==> src/rtl/coord_step_pkg.sv <==
// Shared types and defaults for the coordinate step controller.
package coord_step_pkg;
  typedef enum logic [2:0] {IDLE, LOAD, STEP, SETTLE, DONE} step_state_t;

  localparam int DEF_WIDTH    = 8;
  localparam int DEF_TICK_DIV = 4;
  localparam int MAX_STEPS    = 1 << DEF_WIDTH;
endpackage

==> src/rtl/settle_timer.sv <==
// Loadable 8-bit down-counter; expire is high while the count reads 1.
module settle_timer (
  input  logic       clk,
  input  logic       reset,
  input  logic       load,
  input  logic [7:0] val,
  output logic       expire
);
  logic [7:0] r_cnt;

  always_ff @(posedge clk) begin
    if (reset)              r_cnt <= 8'd0;
    else if (load)          r_cnt <= val;
    else if (r_cnt != 8'd0) r_cnt <= r_cnt - 8'd1;
  end

  assign expire = (r_cnt == 8'd1);
endmodule

==> src/rtl/coord_step_ctrl.sv <==
// Drives a loadable up/down counter's UP/DW/LD until its Q matches a latched target.
// Pulses are registered so they appear in the cycle after the state decision.
module coord_step_ctrl
  import coord_step_pkg::*;
#(
  parameter int WIDTH    = DEF_WIDTH,
  parameter int TICK_DIV = DEF_TICK_DIV
) (
  input  logic             clk,
  input  logic             reset,
  input  logic             go,
  input  logic             load_mode,
  input  logic [WIDTH-1:0] target,
  input  logic [WIDTH-1:0] cur_coord,
  output logic             up,
  output logic             dw,
  output logic             ld,
  output logic [WIDTH-1:0] d,
  output logic             busy,
  output logic             done,
  output logic             err
);
  localparam logic [WIDTH:0] LP_MAX_STEPS = (WIDTH+1)'(1) << WIDTH;
  localparam logic [7:0]     LP_TICK      = 8'(TICK_DIV);

  step_state_t      r_state;
  logic [WIDTH-1:0] r_tgt;
  logic [WIDTH:0]   r_step_cnt;
  logic             r_last_ld;
  logic             r_up, r_dw, r_ld, r_done, r_err;
  logic             w_tmr_load;
  logic             w_expire;

  // The settle window starts in the same cycle the pulse is on the wire.
  assign w_tmr_load = (r_state == LOAD) || (r_state == STEP);

  settle_timer u_settle_timer (
    .clk    (clk),
    .reset  (reset),
    .load   (w_tmr_load),
    .val    (LP_TICK),
    .expire (w_expire)
  );

  always_ff @(posedge clk) begin
    if (reset) begin
      r_state    <= IDLE;
      r_tgt      <= '0;
      r_step_cnt <= '0;
      r_last_ld  <= 1'b0;
      r_up       <= 1'b0;
      r_dw       <= 1'b0;
      r_ld       <= 1'b0;
      r_done     <= 1'b0;
      r_err      <= 1'b0;
    end else begin
      r_up   <= 1'b0;
      r_dw   <= 1'b0;
      r_ld   <= 1'b0;
      r_done <= 1'b0;
      case (r_state)
        IDLE: begin
          if (go) begin
            r_tgt      <= target;
            r_err      <= 1'b0;
            r_step_cnt <= '0;
            r_last_ld  <= load_mode;
            if (load_mode) begin
              r_state <= LOAD;
              r_ld    <= 1'b1;
            end else if (target == cur_coord) begin
              r_state <= DONE;
              r_done  <= 1'b1;
            end else begin
              r_state <= STEP;
              r_up    <= (target > cur_coord);
              r_dw    <= (target < cur_coord);
            end
          end
        end
        LOAD: r_state <= SETTLE;
        STEP: begin
          r_step_cnt <= r_step_cnt + 1'b1;
          r_state    <= SETTLE;
        end
        SETTLE: begin
          if (w_expire) begin
            if (cur_coord == r_tgt) begin
              r_state <= DONE;
              r_done  <= 1'b1;
            end else if (r_step_cnt == LP_MAX_STEPS || r_last_ld) begin
              // Exhausted step budget or a load that did not take: give up.
              r_err   <= 1'b1;
              r_state <= DONE;
              r_done  <= 1'b1;
            end else begin
              r_state <= STEP;
              r_up    <= (r_tgt > cur_coord);
              r_dw    <= (r_tgt < cur_coord);
            end
          end
        end
        DONE:    r_state <= IDLE;
        default: r_state <= IDLE;
      endcase
    end
  end

  assign up   = r_up;
  assign dw   = r_dw;
  assign ld   = r_ld;
  assign d    = r_tgt;
  assign busy = (r_state != IDLE);
  assign done = r_done;
  assign err  = r_err;
endmodule

==> config.mk <==
export PLATFORM = sky130hd
export DESIGN_NAME = coord_step_ctrl
export DESIGN_NICKNAME = d
export VERILOG_FILES = /design/src/rtl/coord_step_pkg.sv /design/src/rtl/settle_timer.sv /design/src/rtl/coord_step_ctrl.sv
export SDC_FILE = /design/constraint.sdc
export NUM_CORES = 1
export LEC_CHECK = 0
export ABC_AREA = 1
export ABC_CLOCK_PERIOD_IN_PS = 1630
export CAP_MARGIN = 10
export CORE_MARGIN = 2
export CORE_UTILIZATION = 40
export CTS_CLUSTER_SIZE = 40
export DETAILED_ROUTE_END_ITERATION = 10
export SETUP_SLACK_MARGIN = 0.5
export SLEW_MARGIN = 15
export SYNTH_ARGS = -nofsm -noshare
export SYNTH_HDL_FRONTEND = slang
export SYNTH_SLANG_ARGS = --single-unit
==> constraint.sdc <==
create_clock -name clk -period 1.63 [get_ports clk]
set_input_delay 0.163 -clock clk [delete_from_list [all_inputs] [get_ports clk]]
set_output_delay 0.163 -clock clk [all_outputs]
set_load 0.1 [all_outputs]
==> impl_metrics.yaml, run 1 <==
yosys:
  synthAdderAreaFrac_pct: 12.3
  synth_seq_cells: 34
  synth-simple-area-share_pct: 30.9
  ys.flop_type: "dfxtp_1"
  synthTopCellsByArea: "dfxtp_1 34%, ha_1 12%, nand2_1 11%"
  synth_common_cells: "62 x nand2_1, 44 x nor2_1, 41 x inv_1, 34 x dfxtp_1, 26 x a21oi_1"
  avgSynthCellArea_um2: 6.97
  synth_area_um2: 2030
  synthCells: 291
  postSynthNetCount: 331
  synth_top_family_by_area: "simple AND/OR/NAND/NOR gates"
  async_reset_ff_share_pct: 0
  yosysMostFrequentCell: "nand2_1"
  synth_xor_area_share_pct: 0
  synth_compound_area_share_pct: 13.4
  ys_seq_area_share_pct: 33.6
  yosys_warnings: 0
  synth_edf_count: 0
  synth_cell_types: 29
  yosys.area.top_type_share_pct: 33.6
  yosys.area.top_type: "dfxtp_1"
  synthMuxAreaShare_pct: 0
setup_path:
  cp_num_buf_inv: 5
  start_kind: "flip-flop"
  arrival_ps: 1580
  critPathRequiredTime_ps: 1850
  crit_type: "reg2reg"
  crit_path_end_kind: "flip-flop"
  max_stage_delay_ps: 370
  crit_family: "simple AND/OR/NAND/NOR gates"
  slowest_stage: "dfxtp_4"
  worst-path-stages: 10
  cp_cell_sequence: "nor2_4 -> buf_6 -> inv_2 -> nand3_2 -> inv_2 -> nor2_4 -> inv_2 -> nor2_4 -> inv_4 -> a21oi_2"
  cp_max_fo: 4
  r2r_cells: 10
cts:
  path_clk_slew_ps: 80
  clock_latency_ps: 300
  cts_tree: "yes"
  hold_buffers: 0
  clk_path_buf_depth: 2
  cts_buffers: 5
  cts.sinks: 34
  htree_num_levels: 2
  root_buffer: "clkbuf_8"
sta:
  worstMarginPinSlew_ps: 316
  rsz0062_at_grt: "yes"
  fmax_mhz: 735
  finalHoldViolCount: 0
  slew_viol_final: 0
  finalCritPeriodShare_pct: 83.5
  clock_skew_ps: 11.8
  setup_ws_ps: 269
  relSlewSlack_pct: 78.9
  finalSetupViolCount: 0
  post-route-min-period_ps: 1360
detailed_routing:
  wl_per_cell_um: 13.2
  drcViolationCount: 0
  vias: 2094
  dr.pass1.iters: 4
  drt-total-wl_um: 5600
  drtIter0Drc: 53
  ant_nets: 0
  vias_per_cell: 4.93
layout:
  drive_gt1_share_pct: 50.0
  syn2layout_area_growth_pct: 69.6
  stdcell_count: 425
  num_antenna_cells: 0
  fin_nets: 398
  fillers: 388
floorplan:
  fp.dieW_um: 75.2
  ios: 34
  rows: 25
  fp.dieArea_um2: 5660
  initial_core_util_pct: 42.1
  die_y_um: 75.2
  coreArea_um2: 4820
outcome:
  status: "completed"
place:
  place_congestion: 0.805
  numPortBuffers: 33
  dp.cells: 396
  dp_hpwl_um: 3790
  dp_slack_ps: -166
grt:
  grt_pass1_wl_um: 9220
  grt_max_degree: 14
  grt_pass1_vias: 2019
  gr-usage-all-layers_pct: 21.5
  antenna_found_initial: 0
  gr-total-overflow: 0
power_and_ir_drop:
  ir_worst_vdd_v: 0.00144
  p_leak_nw: 1.44
  cellPowerDensity_nw_per_um2: 1720
hold_path:
  whs_path_depth: 3
  hold_path_class: "in2reg"
job:
  drv_cap: 0
[final cells by class]
| type | count | area (um2) | share of cell area (%) |
|---|---|---|---|
| sequential | 34 | 732 | 21.3 |
| inverter | 45 | 179 | 5.20 |
| multi-input combinational | 208 | 1640 | 47.6 |
| clock inverter | 2 | 10.0 | 0.291 |
| tap | 67 | 83.8 | 2.44 |
| timing repair buffer | 64 | 731 | 21.2 |
| clock buffer | 5 | 68.8 | 2.00 |
[cells in the final DEF (no fill, tap or decap), drive strengths merged, types with 3 or more instances in the layout]
cell	netlist	final
a211oi	3	3
a21oi	26	26
buf	2	45
clkbuf	2	5
clkdlybuf4s50	0	5
dfxtp	34	34
dlygate4sd2	0	14
ha	20	20
inv	45	45
nand2	64	64
nand3	14	14
nand3b	3	3
nor2	49	49
nor3	6	6
o21ai	15	15
[metrics by stage]
step / power (mW) / setup TNS, ps / cell area (um2) / util [%] / hold WS [ps]
global route: 6.27 / 0 / 3440 / 71.4 / 281
CTS: 5.47 / 0 / 3270 / 68.0 / 241
finish: 5.90 / 0 / 3440 / 71.4 / 263
floorplan: 3.32 / 0 / 2230 / - / 229
detailed placement: 4.14 / -706 / 2810 / 58.3 / 468
global placement: 4.11 / -530 / 2810 / 58.3 / 464
[state kept, by name, summed over array words and instances (netlist names)]
register / count
d: 8
done: 1
dw: 1
err: 1
ld: 1
r_last_ld: 1
r_state: 3
r_step_cnt: 9
u_settle_timer.r_cnt: 8
up: 1
[power by group]
part	internal (mW)	total, mW	switching, mW
sequential	1.10	1.34	0.245
combinational	1.64	3.94	2.30
clock	0.287	0.618	0.331
total	3.02	5.90	2.88
[final timing paths]
| path | startpoint | to | slack, ps |
|---|---|---|---|
| setup / recovery | r_state[1] | u_settle_timer.r_cnt[6] | 270 |
| hold / removal | target[4] | d[4] | 260 |
| setup reg to reg | r_state[1] | u_settle_timer.r_cnt[6] | 270 |
| hold reg to reg | r_step_cnt[8] | r_step_cnt[8] | 490 |
[cells by family (layout without fill, tap and decap cells)]
group / after synthesis / in the layout
adder cells (fa/ha/maj): 20 / 20
AND/OR/NAND/NOR: 139 / 139
flip-flops: 34 / 34
buffers and inverters: 49 / 116
AO/OA/AOI/OAI: 49 / 49
[tightest hold or removal path, cell delays in order]
cell and delay [ps]:
dlygate4sd2_1 230, nor2_1 60, nor2_1 80
[what timing repair did]
action                     CTS  global route
resized for setup          101            34
pin swaps                   43            25
setup endpoints to repair   35            37
setup buffers               15             7
[layer usage]
metal,global-route usage [%],up-vias,wire length (um)
li1,-,1072,-
met1,26.7,966,2540
met2,37.3,47,2740
met3,4.28,9,240
met4,6.63,0,92
met5,0,-,0
(Power assumes the default switching activity.)
==> run 2, diff against run 1 <==
--- a/config.mk
+++ b/config.mk
@@ -6,7 +6,7 @@
 export NUM_CORES = 1
 export LEC_CHECK = 0
 export ABC_AREA = 1
-export ABC_CLOCK_PERIOD_IN_PS = 1630
+export ABC_CLOCK_PERIOD_IN_PS = 1350
 export CAP_MARGIN = 10
 export CORE_MARGIN = 2
 export CORE_UTILIZATION = 40
==> constraint.sdc (replaced) <==
create_clock -name clk -period 1.35 [get_ports clk]
set_input_delay 0.135 -clock clk [delete_from_list [all_inputs] [get_ports clk]]
set_output_delay 0.135 -clock clk [all_outputs]
set_load 0.1 [all_outputs]
==> run 2 against run 1 <==
Against the previous run: die area stayed put; cell count increased by 1.9%; largest power group unchanged; sequential power grew 20%; sequential cell count did not move; the run now ends with setup timing left; critical path type unchanged; highest routed layer unchanged.
==> impl_metrics.yaml, run 2 (synthesis results as in run 1) <==
outcome:
  status: "finished with violations"
  violations: "setup timing"
grt:
  antenna_found_initial: 0
  gr-total-overflow: 0
  grt_pass1_vias: 1926
  grt_max_degree: 13
  grt_pass1_wl_um: 8450
  gr-usage-all-layers_pct: 19.5
layout:
  fillers: 389
  layout_commonest_cell: "nand2_1"
  fin_nets: 405
  register_area_um2: 746
  final_util_pct: 72.4
  multi_input_area_um2: 1600
  layout_common_cells: "48 x nand2_1, 25 x buf_4, 24 x inv_1, 20 x nor2_1, 20 x a21oi_1"
  num_antenna_cells: 0
  largest_reg_flops: 9
  syn2layout_area_growth_pct: 71.9
  drive_gt1_share_pct: 51.4
  top_register: "r_step_cnt"
sta:
  fmax_mhz: 739
  worstMarginPinSlew_ps: 235
  rsz0062_at_grt: "yes"
  finalHoldViolCount: 0
  post-route-min-period_ps: 1350
  setup_ws_ps: -3.16
  finalSetupViolCount: 2
  relSlewSlack_pct: 84.3
  slew_viol_final: 0
  clock_skew_ps: 11.8
  finalCritPeriodShare_pct: 100
floorplan:
  die_y_um: 75.2
  ios: 34
  fp.dieArea_um2: 5660
  initial_core_util_pct: 42.1
  coreArea_um2: 4820
  fp.dieW_um: 75.2
  rows: 25
detailed_routing:
  vias: 2052
  drcViolationCount: 0
  drtIter0Drc: 42
  wl_per_cell_um: 11.9
  dr.pass1.iters: 4
  ant_nets: 0
  drt-total-wl_um: 5150
  vias_per_cell: 4.74
setup_path:
  crit_path_end_kind: "flip-flop"
  arrival_ps: 1570
  slowest_stage: "dfxtp_4"
  worst-path-stages: 8
  cp_cell_sequence: "ha_4 -> nand2_4 -> nor2_4 -> nand2_2 -> nand4_1 -> nor2_2 -> nand2_1 -> a21oi_1"
  crit_type: "reg2reg"
  cp_max_fo: 3
  start_kind: "flip-flop"
  crit_family: "simple AND/OR/NAND/NOR gates"
  critPathRequiredTime_ps: 1570
  timing.reg2reg.setup_slack_ps: -3
  max_stage_delay_ps: 360
  cp_num_buf_inv: 0
  r2r_cells: 8
power_and_ir_drop:
  ir_worst_vdd_v: 0.00170
  p_leak_nw: 1.46
  cellPowerDensity_nw_per_um2: 1950
cts:
  htree_num_levels: 2
  cts_tree: "yes"
  cts_buffers: 5
  clk_path_buf_depth: 2
  path_clk_slew_ps: 80
  root_buffer: "clkbuf_8"
  clock_latency_ps: 290
  cts.sinks: 34
hold_path:
  whs_path_depth: 3
  hold_path_class: "in2reg"
place:
  numPortBuffers: 33
  dp_slack_ps: -437
  place_congestion: 0.837
  dp_hpwl_um: 3790
job:
  drv_cap: 0
==> run 2: cell type report <==
class,count,share of cell area [%]
timing repair buffer,71,22.8
sequential,34,21.4
clock inverter,2,0.251
tap,67,2.40
inverter,45,5.13
multi-input combinational,208,45.9
clock buffer,6,2.08
==> run 2: final timing paths <==
kind	start	to
max	d[7]	up
min	target[1]	d[1]
max reg2reg	d[7]	up
min reg2reg	u_settle_timer.r_cnt[7]	u_settle_timer.r_cnt[7]
==> run 2: what timing repair did <==
| item | 4_1_cts | 5_1_grt |
|---|---|---|
| cloned | 0 | 0 |
| pin swaps | 39 | 24 |
| endpoints found under the setup margin | 48 | 48 |
| gates resized for setup | 80 | 38 |
| hold buffers | 0 | 0 |
| setup buffers | 10 | 8 |
==> run 2: routing by layer <==
layer	share of wire (%)	vias up	global-route usage (%)
li1	-	1085	-
met3	3.8	5	4.28
met2	50	33	32.9
met1	45	929	25.5
met5	0	-	0
met4	0.97	0	4.68
==> run 2: tightest hold or removal path, stage by stage <==
cell and delay [ps]:
dlygate4sd2_1 250, nor2_2 50, nor2_1 60
==> run 2: power breakdown <==
part	switching [mW]	leakage, nW	internal (mW)
registers	0.280	0.292	1.33
clock network	0.366	0.0426	0.355
logic	2.60	1.12	1.88
==> run 2: stage by stage <==
step,hold WS (ps),TNS [ps],cells,power [mW],area (um2)
6_report,243,-3.48,433,6.81,3490
5_1_grt,258,-612,433,7.29,3490
4_1_cts,254,0,425,6.49,3310
2_1_floorplan,201,-232,291,4.18,2280
3_3_place_gp,460,-1960,407,5.31,2970
3_5_place_dp,467,-2140,407,5.35,2970
